===== src/rtl/vol_ctrl.sv =====
// Front-panel volume controller: syncs and debounces up/down buttons and steps a saturating attenuation level.
// Optional auto-repeat while a button is held is built when VOL_AUTOREPEAT_EN is defined.
module vol_ctrl #(
  parameter logic [15:0] DEBOUNCE_CYCLES = 16'd50000,
  parameter logic [23:0] REPEAT_DELAY    = 24'd5000000,
  parameter logic [23:0] REPEAT_PERIOD   = 24'd2500000,
  parameter logic [4:0]  MAX_LEVEL       = 5'd8,
  parameter logic [4:0]  RESET_LEVEL     = 5'd4
) (
  input  logic       clk,
  input  logic       rst_n,
  input  logic       btn_up,
  input  logic       btn_down,
  output logic [4:0] vol_level,
  output logic       vol_changed
);

  localparam int unsigned CNT_W   = 16;
  localparam int unsigned TIMER_W = 24;
  localparam int unsigned LVL_W   = 5;
  localparam logic [CNT_W-1:0] DB_LAST = CNT_W'(DEBOUNCE_CYCLES - 16'd1);

  typedef enum logic [1:0] {S_IDLE, S_HOLD, S_REPEAT} state_t;

  // Index 0 = up, index 1 = down
  logic [1:0]       sync1_q, sync2_q, deb_q, deb_d1_q;
  logic [CNT_W-1:0] cnt_q [2];
  logic [1:0]       rise_c;

  state_t state_q, state_d;
  logic   dir_up_q, dir_up_d;
  logic   step_c;
  logic   active_c, other_c;

  // Two-flop synchroniser plus per-button stability counter
  always_ff @(posedge clk or negedge rst_n) begin
    if (!rst_n) begin
      sync1_q  <= 2'b00;
      sync2_q  <= 2'b00;
      deb_q    <= 2'b00;
      deb_d1_q <= 2'b00;
      for (int i = 0; i < 2; i++) cnt_q[i] <= '0;
    end else begin
      sync1_q  <= {btn_down, btn_up};
      sync2_q  <= sync1_q;
      deb_d1_q <= deb_q;
      for (int i = 0; i < 2; i++) begin
        if (sync2_q[i] != deb_q[i]) begin
          if (cnt_q[i] == DB_LAST) begin
            deb_q[i] <= sync2_q[i];
            cnt_q[i] <= '0;
          end else begin
            cnt_q[i] <= cnt_q[i] + CNT_W'(1);
          end
        end else begin
          cnt_q[i] <= '0;
        end
      end
    end
  end

  assign rise_c   = deb_q & ~deb_d1_q;
  assign active_c = dir_up_q ? deb_q[0] : deb_q[1];
  assign other_c  = dir_up_q ? deb_q[1] : deb_q[0];

`ifdef VOL_AUTOREPEAT_EN
  logic [TIMER_W-1:0] timer_q, timer_d;
`else
  logic unused_repeat_c;
  assign unused_repeat_c = ^{REPEAT_DELAY, REPEAT_PERIOD, TIMER_W};
`endif

  always_ff @(posedge clk or negedge rst_n) begin
    if (!rst_n) begin
      state_q  <= S_IDLE;
      dir_up_q <= 1'b0;
`ifdef VOL_AUTOREPEAT_EN
      timer_q  <= '0;
`endif
    end else begin
      state_q  <= state_d;
      dir_up_q <= dir_up_d;
`ifdef VOL_AUTOREPEAT_EN
      timer_q  <= timer_d;
`endif
    end
  end

  // Step FSM: a fresh rise of exactly one button steps; the other button or release aborts
  always_comb begin
    state_d  = state_q;
    dir_up_d = dir_up_q;
    step_c   = 1'b0;
`ifdef VOL_AUTOREPEAT_EN
    timer_d  = timer_q;
`endif
    case (state_q)
      S_IDLE: begin
        if (rise_c[0] && !deb_q[1]) begin
          step_c   = 1'b1;
          dir_up_d = 1'b1;
          state_d  = S_HOLD;
`ifdef VOL_AUTOREPEAT_EN
          timer_d  = REPEAT_DELAY;
`endif
        end else if (rise_c[1] && !deb_q[0]) begin
          step_c   = 1'b1;
          dir_up_d = 1'b0;
          state_d  = S_HOLD;
`ifdef VOL_AUTOREPEAT_EN
          timer_d  = REPEAT_DELAY;
`endif
        end
      end
      S_HOLD, S_REPEAT: begin
        if (!active_c || other_c) begin
          state_d = S_IDLE;
        end else begin
`ifdef VOL_AUTOREPEAT_EN
          if (timer_q == '0) begin
            step_c  = 1'b1;
            timer_d = REPEAT_PERIOD;
            state_d = S_REPEAT;
          end else begin
            timer_d = timer_q - TIMER_W'(1);
          end
`endif
        end
      end
      default: state_d = S_IDLE;
    endcase
  end

  // Saturating level update; a capped step leaves both outputs quiet
  always_ff @(posedge clk or negedge rst_n) begin
    if (!rst_n) begin
      vol_level   <= RESET_LEVEL;
      vol_changed <= 1'b0;
    end else begin
      vol_changed <= 1'b0;
      if (step_c) begin
        if (dir_up_d) begin
          if (vol_level != '0) begin
            vol_level   <= vol_level - LVL_W'(1);
            vol_changed <= 1'b1;
          end
        end else if (vol_level < MAX_LEVEL) begin
          vol_level   <= vol_level + LVL_W'(1);
          vol_changed <= 1'b1;
        end
      end
    end
  end

endmodule


===== config.mk =====
export PLATFORM = sky130hd
export DESIGN_NAME = vol_ctrl
export DESIGN_NICKNAME = d
export VERILOG_FILES = /design/src/rtl/vol_ctrl.sv
export SDC_FILE = /design/constraint.sdc
export NUM_CORES = 1
export LEC_CHECK = 0
export ABC_AREA = 1
export CAP_MARGIN = 20
export CORE_MARGIN = 2
export CORE_UTILIZATION = 48
export DETAILED_ROUTE_END_ITERATION = 10
export MAX_ROUTING_LAYER = met4
export PLACE_DENSITY = 0.65
export SETUP_SLACK_MARGIN = 0.05
export SYNTH_ARGS = -nofsm -noshare
export SYNTH_HDL_FRONTEND = slang
export SYNTH_SLANG_ARGS = --single-unit

===== constraint.sdc =====
create_clock -name clk -period 3.2 [get_ports clk]
set_input_delay 0.64 -clock clk [delete_from_list [all_inputs] [get_ports clk]]
set_output_delay 0.64 -clock clk [all_outputs]
set_load 0.03 [all_outputs]

==> qor.txt <==
status -> complete, no violations
switching power summed over all nets -> 0.227 mW
share of cells above drive strength 1 -> 0.168
number of H-tree levels -> 2
class of the tightest hold or removal check -> input pin to async pin
detailed-routing iteration count for the pre-antenna-repair pass -> 4
final core occ -> 0.548
power share of the clock group -> 0.345
number of rows created at floorplan -> 26
Layout Skew -> 7.45 ps
final number of max-transition violations -> 0
Yosys top cell area share -> 0.463
Peak supply drop -> 207 µV
post-route insts no fill -> 379
Min Clock Period, post-route -> 2210 ps
combinational group share of total power -> 0.037
post-synth net total -> 300
area of all placed cells without fillers -> 2800 µm²
number of placed I/O pins -> 10
DR vias/cell -> 5.05
vias in the first global route -> 1863
maximum fanout along the worst path -> 6
initial antenna violation count -> 0
register area share after synthesis -> 0.473
cells along the critical path -> clkdlybuf4s50_1
Hold Fails Final Rpt -> 0
met2 GRT Util -> 0.282
leakage power of the design -> 1.25 nW
library cell with the highest instance count after synthesis -> sky130_fd_sc_hd__nand2_1
antenna diode instance count -> 0
number of cells in the design after placement -> 371
Final Routed Wirelength -> 4.56 mm
post-cts hold buffer count -> 0
gp weighted congestion -> 0.914
total number of vias -> 1913
launching element type of the critical path -> flop
setup repair after global routing missed its margin -> false
total of flip-flops plus latches after synthesis -> 48
y dimension of the die -> 76.7 µm
commonest cells in the synthesized netlist -> sky130_fd_sc_hd__nand2_1, sky130_fd_sc_hd__dfrtp_1, sky130_fd_sc_hd__nor2_1
number of clock sinks seen by CTS -> 48
total of buffers placed on input and output ports -> 9
Worst setup EP type -> output pin
post-synthesis cell type count -> 39
clock-pin slew on the worst setup and hold paths -> 90 ps
growth of design area from synthesis to finish -> 10.1%
fin crit share -> 0.692
setup total negative slack -> 0 ps
Die Footprint -> 5890 µm²
Synthesis Warnings -> 0
fraction of power spent switching nets -> 0.225
WP buf/inv -> 1
cell area after technology mapping -> 2540 µm²
Final nets -> 316
global-route wire length before repair -> 8.34 mm
TritonCTS Buffers -> 5
arrival time at the worst endpoint -> 1570 ps
clock insertion delay at the later pin of the skew report -> 300 ps
transition time at the pin with the least slew margin -> 585 ps
Post-CTS Setup Repair Bufs -> 0
cell area reported after detailed placement -> 2720 µm²
cell types occupying the most area after synthesis -> sky130_fd_sc_hd__dfrtp_1, sky130_fd_sc_hd__nand2_1, sky130_fd_sc_hd__nor2_1
DRC violation total after the first TritonRoute iteration -> 91
buffer depth of the longest clock path -> 2
core footprint -> 5110 µm²
Wirelength per Cell -> 12.0 µm
count of final setup violators -> 0
slowest stage cell, crit path -> sky130_fd_sc_hd__clkdlybuf4s50_1
top flip-flop cell by instance count after synthesis -> sky130_fd_sc_hd__dfrtp_1
Required @ worst endpoint -> 2560 ps
synthesized instance count -> 292
syn_area_per_cell -> 8.70 µm²
highest cell delay on the worst timing path -> 680 ps
pin count of the biggest net entering global routing -> 27
Power per Cell Area -> 360 nW/µm²
internal power -> 0.780 mW
share of synthesized registers carrying an async set or reset -> 1.00
GR Layer Usage met3 -> 0.0365
global-route layer with the greatest usage -> met2
Worst Path Class, Setup -> flop to output pin
number of enable-type register cells in the synthesized netlist -> 0
global router's overall resource usage -> 0.179
gr ovfl total -> 0
starting utilization of the core area -> 0.497
fraction of power consumed by sequential logic -> 0.618
Post-DP HPWL -> 3.41 mm
Synth area leader -> sky130_fd_sc_hd__dfrtp_1
worst max-slew margin expressed relative to the limit -> 0.610
GR met1 Demand/Resource -> 0.236
Die Span X -> 76.7 µm
number of remaining DRC errors -> 0
max-cap check violation count -> 0
clock tree from TritonCTS -> yes
Post-CTS Resized -> 0
Top delay family on crit path -> buffers and inverters
clock root buffer -> sky130_fd_sc_hd__clkbuf_8
maximum clock frequency -> 452 MHz
count of nets left with antenna violations after detail routing -> 0
[final cells by class]
class	count	area (µm²)
fillers	486	2310
flip-flops and latches	48	1200
multi-input cells	201	1180
inverters	42	158
repair buffers	10	92.6
well taps	70	87.6
clock buffers	7	76.3
clock inverters	1	5.00
[metal layers]
layer	routed length [µm]	part of all wire	up-vias
li1	-	-	977
met1	2180	0.48	908
met2	2190	0.48	22
met3	131	0.029	6
met4	51	0.011	0
met5	0	0	-
[cells in the final DEF (no fill, tap or decap), types with 2 or more instances in the layout]
master and count:
sky130_fd_sc_hd__nand3_1 18, sky130_fd_sc_hd__a21oi_1 9, sky130_fd_sc_hd__nor3_4 3, sky130_fd_sc_hd__dfrtp_1 47, sky130_fd_sc_hd__xor2_1 10, sky130_fd_sc_hd__ha_1 4, sky130_fd_sc_hd__nand3_2 4, sky130_fd_sc_hd__nor2_4 3
sky130_fd_sc_hd__nor3_1 11, sky130_fd_sc_hd__clkbuf_8 5, sky130_fd_sc_hd__nand4_1 5, sky130_fd_sc_hd__nand2_1 48, sky130_fd_sc_hd__o21ai_1 5, sky130_fd_sc_hd__or2_1 3, sky130_fd_sc_hd__o21ai_0 4, sky130_fd_sc_hd__xnor2_1 4
sky130_fd_sc_hd__nor4_1 4, sky130_fd_sc_hd__nor2_2 4, sky130_fd_sc_hd__clkdlybuf4s50_1 8, sky130_fd_sc_hd__nor3b_1 2, sky130_fd_sc_hd__inv_1 30, sky130_fd_sc_hd__nand2_2 10, sky130_fd_sc_hd__inv_2 11, sky130_fd_sc_hd__clkbuf_1 2
sky130_fd_sc_hd__nor2_1 36
[cell families after synthesis]
| family | share of synthesized area |
|---|---|
| DFF | 0.473 |
| adders and majority gates | 0.0197 |
| buffers and inverters | 0.0635 |
| AOI/OAI and AO/OA | 0.0680 |
| xor gates and xnor gates | 0.0483 |
| and+or+nand+nor | 0.327 |
[state kept, by name, summed over array words and instances, names as in the netlist]
name / count
vol_level: 5
deb_d1_q: 2
cnt_q: 32
vol_changed: 1
dir_up_q: 1
deb_q: 2
sync1_q: 2
state_q: 1
sync2_q: 2
[stage by stage]
stage / power (mW) / setup WS [ps] / hold WS, ps
2_1_floorplan: 0.651 / 1360 / 331
3_3_place_gp: 0.673 / 1290 / 333
3_5_place_dp: 0.674 / 1150 / 340
4_1_cts: 1.03 / 975 / 355
5_1_grt: 1.06 / 940 / 374
6_report: 1.01 / 986 / 335
[final timing paths]
kind	endpoint	slack, ps	from	cells after the start
setup / recovery	vol_level[2]	990	vol_level[2]	1
hold / removal	cnt_q[2]	340	rst_n	1
setup reg to reg	vol_level[4]	1160	deb_q[0]	14
hold reg to reg	sync2_q[0]	360	sync1_q[0]	0
max in group asynchronous	state_q[0]	2150	rst_n	2
min in group clk	sync2_q[0]	360	sync1_q[0]	0
[power by group through the flow]
stage	logic (mW)	clock network [mW]	registers [mW]
after floorplan	0.0183	0	0.633
after global placement	0.0393	0	0.634
after detailed placement	0.0395	0	0.634
after CTS	0.0396	0.364	0.622
after global routing	0.0456	0.392	0.623
final	0.0376	0.347	0.622
Power figures use the tool's default switching activity.
